<file path="config.mk">
export PLATFORM = sky130hd
export DESIGN_NAME = idli_decode_q_m
export DESIGN_NICKNAME = d
export VERILOG_FILES = /design/src/rtl/idli_decode_q_m.sv
export SDC_FILE = /design/constraint.sdc
export NUM_CORES = 1
export LEC_CHECK = 0
export CAP_MARGIN = 30
export CORE_ASPECT_RATIO = 1.2
export CORE_MARGIN = 10
export CORE_UTILIZATION = 45
export DETAILED_ROUTE_END_ITERATION = 16
export PLACE_DENSITY_LB_ADDON = 0.3
export SLEW_MARGIN = 10
export SYNTH_ARGS = -nofsm -noshare
export SYNTH_HDL_FRONTEND = slang
export SYNTH_SLANG_ARGS = --single-unit
</file>
<file path="constraint.sdc">
create_clock -name i_dcd_gck -period 2 [get_ports i_dcd_gck]
set_clock_uncertainty 0.05 [all_clocks]
set_input_delay 0.4 -clock i_dcd_gck [delete_from_list [all_inputs] [get_ports i_dcd_gck]]
set_output_delay 0.4 -clock i_dcd_gck [all_outputs]
set_load 0.05 [all_outputs]
</file>
<file path="src/rtl/idli_decode_q_m.sv">
// idli_decode_q_m: serial instruction decoder with a decoded-instruction queue.
// Assembles 16b encodings from BEAT_W-bit beats, decodes on the completing
// beat and queues the result in a DEPTH-entry FIFO drained with valid/ready.
// Optional feature macro: IDLI_DCD_FLUSH_EN (adds i_dcd_flush).

package idli_pkg;

    typedef enum logic [1:0] {
        AluOpAdd = 2'd0,
        AluOpAnd = 2'd1,
        AluOpOr  = 2'd2,
        AluOpXor = 2'd3
    } alu_op_t;

    typedef struct packed {
        logic [1:0] op_p;
        logic [1:0] op_q;
        logic [2:0] op_a;
        logic [2:0] op_b;
        logic [2:0] op_c;
        alu_op_t    alu_op;
    } instr_t;

endpackage

module idli_decode_q_m
    import idli_pkg::*;
#(
    parameter int unsigned BEAT_W = 4,
    parameter int unsigned DEPTH  = 2
) (
    input  logic                       i_dcd_gck,
    input  logic                       i_dcd_rst,
    input  logic [BEAT_W-1:0]          i_dcd_enc,
    input  logic                       i_dcd_enc_vld,
    output logic                       o_dcd_enc_rdy,
    output instr_t                     o_dcd_instr,
    output logic                       o_dcd_instr_vld,
    input  logic                       i_dcd_instr_rdy,
`ifdef IDLI_DCD_FLUSH_EN
    input  logic                       i_dcd_flush,
`endif
    output logic [$clog2(DEPTH+1)-1:0] o_dcd_lvl
);

    localparam int unsigned BEATS = 16 / BEAT_W;
    localparam int unsigned CNT_W = (BEATS > 1) ? $clog2(BEATS) : 1;
    localparam int unsigned PTR_W = (DEPTH > 1) ? $clog2(DEPTH) : 1;
    localparam int unsigned LVL_W = $clog2(DEPTH + 1);
    localparam int unsigned ASM_W = 16 - BEAT_W;

    typedef enum logic [0:0] {StIdle, StAsm} state_e;

    state_e             state_q, state_d;
    logic [CNT_W-1:0]   cnt_q, cnt_d;
    logic [PTR_W-1:0]   wr_ptr_q, rd_ptr_q;
    logic [LVL_W-1:0]   lvl_q, lvl_d;
    instr_t             mem_q [DEPTH];

    logic               flush;
    logic               beat_acc;
    logic               last_beat;
    logic               push;
    logic               pop;
    logic [15:0]        enc;
    logic [1:0]         grp;
    logic [2:0]         subop;
    instr_t             instr_new;

`ifdef IDLI_DCD_FLUSH_EN
    assign flush = i_dcd_flush;
`else
    assign flush = 1'b0;
`endif

    assign o_dcd_enc_rdy   = (lvl_q != LVL_W'(DEPTH));
    assign o_dcd_instr_vld = (lvl_q != '0);
    assign o_dcd_lvl       = lvl_q;
    assign o_dcd_instr     = mem_q[rd_ptr_q];

    assign beat_acc  = i_dcd_enc_vld & o_dcd_enc_rdy;
    assign last_beat = (cnt_q == CNT_W'(BEATS - 1));
    assign push      = beat_acc & last_beat;
    assign pop       = o_dcd_instr_vld & i_dcd_instr_rdy;

    // Completing beat is joined combinationally onto the assembled prefix.
    if (BEAT_W == 16) begin : g_no_asm
        assign enc = i_dcd_enc;
    end else begin : g_asm
        logic [ASM_W-1:0] asm_q;

        // Shift accepted beats into the assembly register, MSB-first.
        always_ff @(posedge i_dcd_gck) begin
            if (i_dcd_rst || flush) begin
                asm_q <= '0;
            end else if (beat_acc) begin
                asm_q <= enc[ASM_W-1:0];
            end
        end

        assign enc = {asm_q, i_dcd_enc};
    end

    // Assembly state and beat counter registers.
    always_ff @(posedge i_dcd_gck) begin
        if (i_dcd_rst || flush) begin
            state_q <= StIdle;
            cnt_q   <= '0;
        end else begin
            state_q <= state_d;
            cnt_q   <= cnt_d;
        end
    end

    // Assembly next state: advance on accepted beats, wrap on the completing beat.
    always_comb begin
        state_d = state_q;
        cnt_d   = cnt_q;
        if (beat_acc) begin
            if (last_beat) begin
                cnt_d   = '0;
                state_d = StIdle;
            end else begin
                cnt_d   = cnt_q + 1'b1;
                state_d = StAsm;
            end
        end
    end

    // Field extraction and ALU-op decode of the complete encoding.
    always_comb begin
        grp              = enc[13:12];
        subop            = enc[11:9];
        instr_new.op_p   = enc[15:14];
        instr_new.op_q   = enc[10:9];
        instr_new.op_a   = enc[8:6];
        instr_new.op_b   = enc[5:3];
        instr_new.op_c   = enc[2:0];
        instr_new.alu_op = AluOpAdd;
        if (grp == 2'b10) begin
            case (subop)
                3'b010, 3'b011: instr_new.alu_op = AluOpAnd;
                3'b100:         instr_new.alu_op = AluOpOr;
                3'b101:         instr_new.alu_op = AluOpXor;
                default:        instr_new.alu_op = AluOpAdd;
            endcase
        end
    end

    // FIFO storage; contents need no reset since lvl gates visibility.
    always_ff @(posedge i_dcd_gck) begin
        if (push) begin
            mem_q[wr_ptr_q] <= instr_new;
        end
    end

    // Occupancy next value: simultaneous push and pop cancel.
    always_comb begin
        lvl_d = lvl_q;
        case ({push, pop})
            2'b10:   lvl_d = lvl_q + 1'b1;
            2'b01:   lvl_d = lvl_q - 1'b1;
            default: lvl_d = lvl_q;
        endcase
    end

    // FIFO pointers and level; explicit wrap handles non-power-of-2 DEPTH.
    always_ff @(posedge i_dcd_gck) begin
        if (i_dcd_rst || flush) begin
            wr_ptr_q <= '0;
            rd_ptr_q <= '0;
            lvl_q    <= '0;
        end else begin
            if (push) begin
                wr_ptr_q <= (wr_ptr_q == PTR_W'(DEPTH - 1)) ? '0 : wr_ptr_q + 1'b1;
            end
            if (pop) begin
                rd_ptr_q <= (rd_ptr_q == PTR_W'(DEPTH - 1)) ? '0 : rd_ptr_q + 1'b1;
            end
            lvl_q <= lvl_d;
        end
    end

endmodule

</file>
# After elaboration in Yosys (flattened, before gate mapping)
# Memory sizes are Yosys's and may differ from the RTL's. A register that Yosys moved wholly into a read port is not among the register bits.
# Cells that the tools add are included.
# op_classes
n_shift	0
mux	10
n_eq_ne	9
addsub	5
n_bitwise	3
order_cmp	0
n_mul	0
div_mod_pow	0
n_reduce_logical	3
# ops
cell	n
$eq A2 B2 Y1 const B	3
$eq A3 B2 Y1 const B	2
$eq A3 B3 Y1 const B	2
$mux W1	6
$pmux W2 S3	1
$add A2 B1 Y2 const B	2
$mux W2	2
$pmux W2 S2	1
$reduce_bool A2 Y1	2
$and A1 B1 Y1	3
$add A1 B1 Y1 const B	2
$eq A2 B1 Y1 const B	1
$ne A2 B2 Y1 const B	1
$reduce_or A2 Y1	1
$sub A2 B1 Y2 const B	1
# word_totals
mem_bits_ro	0
latch_bits	0
elab_cells	36
regBits	18
output_inout_bits	19
input_bits	8
n_memories	1
ramBits	30
# mem_list
memory	words	width	read_ports	rd_ports_with_merged_regs	wr	line	text
mem_q	2	15	1	1	1	58	instr_t mem_q [DEPTH];

# Logic depth before layout (Yosys ltp)
# Gate-level depths: netlist of run 1.
# logic_depth
depth_word	5
ltp_mapped	7
depth_no_buf	7

# Worst setup path after synthesis of run 1
# OpenSTA, ideal clock, no wires.
# synth_path
kind	register to register
start	register lvl_q[0] (netlist: o_dcd_lvl[0])
end	memory mem_q[1][0] (netlist bit), enable pin
required_ns	1.564
path_slack_ns	-0.194
n_path_buf	0
setup_ns	0.386
t_arrival_ns	1.757
synth_period_minus_slack_ns	2.194
path_stages_with_launch	5
path_cell_list	dfxtp_1 -> nor2b_2 -> inv_2 -> nand3_2 -> nor2_1
# synth_via
elab_chain_cells	5
# synth_lines
item	line	text
start: declaration	57	logic [LVL_W-1:0] lvl_q, lvl_d;
start signal: assignment	180	lvl_q <= lvl_d;
$ne A2 B2 Y1	76	assign o_dcd_enc_rdy = (lvl_q != LVL_W'(DEPTH));
$and A1 B1 Y1	81	assign beat_acc = i_dcd_enc_vld & o_dcd_enc_rdy;
$and A1 B1 Y1	83	assign push = beat_acc & last_beat;
$mux W1	152	if (push) begin
$mux W1 (not written as such)	153	mem_q[wr_ptr_q] <= instr_new;
end: declaration	58	
# Every way passes these cells.

# Worst setup path after layout of run 1
# layout_path
start	register lvl_q[1] (netlist: o_dcd_lvl[1])
end	output port o_dcd_lvl[1]
# layout_lines
item	line	text
end: declaration	43	output logic [$clog2(DEPTH+1)-1:0] o_dcd_lvl
# No word-level cell between the ends.

==> results of run 1 <==
[layout by cell type (no fill, tap or decap)]
master	count
sky130_fd_sc_hd__dfxtp_2	1
sky130_fd_sc_hd__a21oi_1	15
sky130_fd_sc_hd__o21ai_1	1
sky130_fd_sc_hd__or2_2	1
sky130_fd_sc_hd__nor2_1	7
sky130_fd_sc_hd__inv_1	1
sky130_fd_sc_hd__inv_2	2
sky130_fd_sc_hd__nor2b_2	1
sky130_fd_sc_hd__clkbuf_1	2
sky130_fd_sc_hd__ha_1	2
sky130_fd_sc_hd__o21a_1	1
sky130_fd_sc_hd__nor4bb_1	1
sky130_fd_sc_hd__edfxtp_1	30
sky130_fd_sc_hd__nor3b_1	1
sky130_fd_sc_hd__o21ai_0	14
sky130_fd_sc_hd__clkbuf_8	5
sky130_fd_sc_hd__nand2_1	1
sky130_fd_sc_hd__xor2_1	1
sky130_fd_sc_hd__xnor2_1	2
sky130_fd_sc_hd__nand3_2	1
sky130_fd_sc_hd__clkinv_2	1
sky130_fd_sc_hd__mux2_1	1
sky130_fd_sc_hd__clkdlybuf4s50_1	8
sky130_fd_sc_hd__mux2_2	16
sky130_fd_sc_hd__or3_1	1
sky130_fd_sc_hd__nand3_1	13
sky130_fd_sc_hd__or4_1	1
sky130_fd_sc_hd__dfxtp_1	18
sky130_fd_sc_hd__buf_12	2
sky130_fd_sc_hd__buf_4	26
[layer usage]
metal / up-vias / part of all wire
li1: 589 / -
met1: 581 / 0.35
met2: 29 / 0.57
met3: 4 / 0.064
met4: 0 / 0.015
met5: - / 0
[sequential cells by signal (all words and copies together) (netlist names), named ones only]
register / cells
cnt_q: 2
wr_ptr_q: 1
o_dcd_lvl: 2
rd_ptr_q: 1
g_asm.asm_q: 12
mem_q: 30
[cell type report]
| cell class | count | area (µm²) | share of cell area |
|---|---|---|---|
| multi-input combinational | 81 | 552 | 0.239 |
| inverter | 3 | 11.3 | 0.00488 |
| tap | 54 | 67.6 | 0.0293 |
| sequential | 49 | 1280 | 0.555 |
| clock inverter | 1 | 5.00 | 0.00217 |
| clock buffer | 7 | 76.3 | 0.0330 |
| timing repair buffer | 36 | 315 | 0.137 |
[path summary, 6_finish.rpt]
path	start	end	slack [ps]	cells after the start
max reg2reg	o_dcd_lvl[0]	o_dcd_lvl[1]	380	7
max	o_dcd_lvl[1]	o_dcd_lvl[1]	80	1
min	g_asm.asm_q[10]	mem_q[0][13]	420	0
min reg2reg	g_asm.asm_q[10]	mem_q[0][13]	420	0
[synthesized netlist by cell type, types with 2 or more instances]
| master | n | area share |
|---|---|---|
| sky130_fd_sc_hd__edfxtp_1 | 30 | 0.48 |
| sky130_fd_sc_hd__dfxtp_1 | 19 | 0.20 |
| sky130_fd_sc_hd__mux2_2 | 16 | 0.096 |
| sky130_fd_sc_hd__a21oi_1 | 15 | 0.040 |
| sky130_fd_sc_hd__o21ai_0 | 14 | 0.037 |
| sky130_fd_sc_hd__nand3_1 | 13 | 0.035 |
| sky130_fd_sc_hd__nor2_1 | 7 | 0.014 |
| sky130_fd_sc_hd__clkbuf_1 | 5 | 0.010 |
| sky130_fd_sc_hd__buf_2 | 3 | 0.0080 |
| sky130_fd_sc_hd__ha_1 | 2 | 0.013 |
| sky130_fd_sc_hd__inv_2 | 2 | 0.0040 |
| sky130_fd_sc_hd__xnor2_1 | 2 | 0.0093 |
[cell families (layout without fill, tap and decap cells)]
family / count (synthesis) / count (layout) / synth area share
DFF: 49 / 49 / 0.682
adders and majority gates: 2 / 2 / 0.0133
muxes: 17 / 17 / 0.102
xor gates and xnor gates: 3 / 3 / 0.0140
AOI/OAI and AO/OA: 31 / 31 / 0.0839
and+or+nand+nor: 28 / 28 / 0.0806
buffers and inverters: 11 / 47 / 0.0240
[power breakdown]
group | total (mW) | switching, mW | internal, mW
clock | 0.534 | 0.288 | 0.245
sequential | 1.09 | 0.0129 | 1.08
combinational | 0.103 | 0.0586 | 0.0447
total | 1.73 | 0.360 | 1.37
==> metrics.cfg, run 1 <==
[run_status]
outcome=complete, no violations

[sta]
slew_headroom=0.664
slew_worst_pin_ps=502
fmaxAchievable_mhz=522
finalWorstSetupSlack_ps=84.7
fin_tns_setup_ps=0
post-route-min-period_ps=1920
maxSlewViolCount=0
min_period_over_period=0.958
hold_viol=0
finalSetupViolCount=0
grt_setup_unrepaired=false
final.hold.worst_slack_ps=416

[detailed_routing]
drt_pre_antenna_iters=4
route.detailed.vias_per_inst=5.21
remaining_drc_errors=0
detail_route.wl_per_cell_um=15.0
wl_um=3460
count_of_routing_violations_after_the_opening_detailed_route_iteration=66
vias=1203
route.antenna.remaining_nets=0

[worst_setup_path]
cp_max_delay_cell=sky130_fd_sc_hd__clkdlybuf4s50_1
worstSetupStartpointType=flop
crit_buf_inv=1
setup.worst_path.class=reg -> out
cp-end-kind=primary output
timing.critical_path.cells=clkdlybuf4s50_1
critPathRequiredTime_ps=1550
critical_path.max_fanout=6
critical_path.top_delay_family=buffers and inverters
critical_path_arrival_ps=1470
peak_per_stage_delay_on_the_critical_path_ps=810

[cts]
post_cts_resized=0
cts.path.max_buffers=2
cts_tree=yes
clock-sinks=49
postCtsHoldBufs=0
ctsRootBufferMaster=sky130_fd_sc_hd__clkbuf_8
clock_latency_of_the_later_clocked_register_in_the_worst_skew_pair_ps=290
cts.clk_slew.worst_paths_ps=80
post_cts_buffers=0
cts_inserted_buffers=5
h_tree_depth=2

[placement]
place_congestion=0.739
placed_area_um2=2230
buffer_ports.inserted=26
dp_hpwl_um=2480
dp_worst_setup_slack_ps=91.6
post-place-cells=223

[logic_synthesis]
postSynthCellCount=141
synth_area_per_cell_um2=13.3
synth.cell_area_um2=1880
ys_seq_elements=49
syn-num-nets=151
ys_types=25
synth-async-reset-ratio=0
ys_dominant_reg_cell=sky130_fd_sc_hd__edfxtp_1
synth-edff-count=30
synth_sequential_area_ratio=0.682
ys_warn_count=0

[global_route]
antenna_found_initial=0
grt_max_degree=16
grt_pass1_vias=1246
grt_pass1_wl_um=5870
groute.layer.met3.usage=0.0378
global_route.overflow_total=0
globalRouteMet2Util=0.188
global_route.peak_usage_layer=met2
grt.met1_usage=0.0980
global_route.usage.total=0.103

[final_layout]
layout.nets=186
core_occupancy_in_the_finished_layout=0.581
layout.filler_cells=351
final_cell_area_um2=2310
antenna_cells=0
syn_to_final_growth_pct=23.0
final-instance-count-excl-fill=231
drive_above_1_share=0.316

[worst_hold_path]
hold_path_class=reg -> reg

[die]
fp.dieArea_um2=7170
die_height_um=90.8
top_level_ports=27
core_area_um2=3970
floorplan.initialDensity=0.473
placement_rows=25
die_w_um=79.0

[run]
cap_viol_max_count=0

[power]
power.leakage_nw=0.788
worst_ir_drop_vdd_uv=386
p_per_area_nw_per_um2=749
finalPower_mw=1.73

No activity file was read; power rests on OpenSTA's default activity.
==> run 2: changes to the inputs <==
--- a/config.mk
+++ b/config.mk
@@ -11,6 +11,7 @@
 export CORE_UTILIZATION = 45
 export DETAILED_ROUTE_END_ITERATION = 16
 export PLACE_DENSITY_LB_ADDON = 0.3
+export REMOVE_ABC_BUFFERS = 1
 export SLEW_MARGIN = 10
 export SYNTH_ARGS = -nofsm -noshare
 export SYNTH_HDL_FRONTEND = slang
==> metrics.cfg, run 2 (synthesis results as in run 1) <==
[global_route]
grt_pass1_vias=1297  ; +4.1%
global_route.overflow_total=0  ; unchanged
grt_pass1_wl_um=6150  ; +4.8%
grt_max_degree=16  ; unchanged
global_route.usage.total=0.110  ; +0.00695
antenna_found_initial=0  ; unchanged

[worst_setup_path]
crit_buf_inv=2  ; +1
worst_path_most_repeated_cell=sky130_fd_sc_hd__buf_4
timing.critical_path.cells=buf_4 -> mux2_2 -> buf_4
cp-end-kind=primary output
worstSetupStartpointType=flop
setup.worst_path.class=reg -> out
peak_per_stage_delay_on_the_critical_path_ps=360  ; -450 ps
critPathRequiredTime_ps=1550  ; about the same
critical_path_arrival_ps=1400  ; -70 ps
cp_max_delay_cell=sky130_fd_sc_hd__mux2_2
timing.rr.start=o_dcd_lvl[0]
critical_path.top_delay_family=buffers and inverters
critical_path.max_fanout=15  ; +9

[placement]
placed_area_um2=2190  ; -1.6%
dp_hpwl_um=2600  ; +4.7%
buffer_ports.inserted=26  ; unchanged
place_congestion=0.763  ; +3.2%
post-place-cells=222  ; -0.45%

[final_layout]
final-instance-count-excl-fill=230  ; -0.43%
largest_register_ff_count=30  ; unchanged
antenna_cells=0  ; unchanged
layout.filler_cells=344  ; -2.0%
final_cell_area_um2=2300  ; -0.49%
drive_above_1_share=0.313  ; -0.00388
leading_cell_type_in_the_layout_fill_and_taps_excluded=sky130_fd_sc_hd__edfxtp_1
layout.nets=185  ; -0.54%
mostFrequentLayoutCells=sky130_fd_sc_hd__edfxtp_1 (30), sky130_fd_sc_hd__buf_4 (28), sky130_fd_sc_hd__dfxtp_1 (19)
syn_to_final_growth_pct=22.4
top_regs=mem_q x30, g_asm.asm_q x12
top_register=mem_q

[cts]
ctsRootBufferMaster=sky130_fd_sc_hd__clkbuf_8
clock-sinks=49  ; unchanged
h_tree_depth=2  ; unchanged
post_cts_resized=0  ; unchanged
postCtsHoldBufs=0  ; unchanged
cts_tree=yes
cts.clk_slew.worst_paths_ps=80  ; about the same
clock_latency_of_the_later_clocked_register_in_the_worst_skew_pair_ps=300  ; about the same
cts_inserted_buffers=5  ; unchanged
cts.path.max_buffers=2  ; unchanged
post_cts_buffers=0  ; unchanged

[sta]
post-route-min-period_ps=1850  ; -61.9 ps
finalSetupViolCount=0  ; unchanged
slew_headroom=0.742  ; +0.0776
slew_worst_pin_ps=386  ; -116 ps
fmaxAchievable_mhz=540  ; +3.3%
hold_viol=0  ; unchanged
grt_setup_unrepaired=false
maxSlewViolCount=0  ; unchanged
min_period_over_period=0.927  ; -0.0309

[detailed_routing]
detail_route.wl_per_cell_um=16.1  ; +7.5%
count_of_routing_violations_after_the_opening_detailed_route_iteration=86  ; +30%
wl_um=3700  ; +7.0%
drt_pre_antenna_iters=4  ; unchanged
route.antenna.remaining_nets=0  ; unchanged
route.detailed.vias_per_inst=5.29  ; +1.5%
vias=1216  ; +1.1%
remaining_drc_errors=0  ; unchanged

[die]
top_level_ports=27  ; unchanged
die_w_um=79.0  ; unchanged
floorplan.initialDensity=0.473  ; unchanged
die_height_um=90.8  ; unchanged
core_area_um2=3970  ; unchanged
placement_rows=25  ; unchanged
fp.dieArea_um2=7170  ; unchanged

[run_status]
outcome=complete, no violations

[worst_hold_path]
min_from=g_asm.asm_q[10]
hold_path_class=reg -> reg

[power]
worst_ir_drop_vdd_uv=484  ; +25%
p_per_area_nw_per_um2=815  ; +8.7%
power.leakage_nw=0.791  ; +0.33%

[run]
cap_viol_max_count=0  ; unchanged

## run 2: path summary, 6_finish.rpt
path	endpoint	slack [ps]	depth (start not counted)
worst max-delay path	o_dcd_instr[9]	150	3
worst min-delay path	mem_q[0][13]	420	0
worst max register to register	o_dcd_lvl[1]	240	6
worst min register to register	mem_q[0][13]	420	0
## run 2: worst reg2reg max path, stage by stage, from the launching register on
cell                      delay, ps
sky130_fd_sc_hd__dfxtp_1        450
sky130_fd_sc_hd__nor2b_2         80
sky130_fd_sc_hd__inv_2           80
sky130_fd_sc_hd__nand3_2        100
sky130_fd_sc_hd__ha_1           350
sky130_fd_sc_hd__or3_1          380
sky130_fd_sc_hd__a21oi_1        190
## run 2: stage by stage
step / setup slack (ps) / TNS [ps] / util / hold slack (ps) / total power, mW
final: 147 / 0 / 0.579 / 417 / 1.87
after global routing: 88.4 / 0 / 0.579 / 438 / 1.93
after floorplan: -552 / -17140 / - / 369 / 1.17
after CTS: 130 / 0 / 0.579 / 425 / 1.88
after detailed placement: -76.8 / -76.8 / 0.552 / 405 / 1.22
after global placement: 108 / 0 / 0.552 / 382 / 1.21
## run 2: where the power goes
group | switching, mW | internal, mW
clock | 0.306 | 0.369
sequential | 0.0124 | 1.08
combinational | 0.0602 | 0.0437
total | 0.379 | 1.49
## run 2: cell type report
cell class / count / area [µm²] / area share
sequential: 49 / 1280 / 0.557
clock inverter: 2 / 33.8 / 0.0147
inverter: 3 / 11.3 / 0.00490
tap: 54 / 67.6 / 0.0294
multi-input combinational: 81 / 552 / 0.240
clock buffer: 6 / 72.6 / 0.0316
timing repair buffer: 35 / 280 / 0.122
## run 2: metal layers
metal / GRT usage / wire length, µm / vias to the layer above
met5: 0 / 0 / -
met3: 0.0448 / 199 / 6
met4: 0.0449 / 63 / 0
met2: 0.196 / 2010 / 25
met1: 0.108 / 1430 / 598
li1: - / - / 587
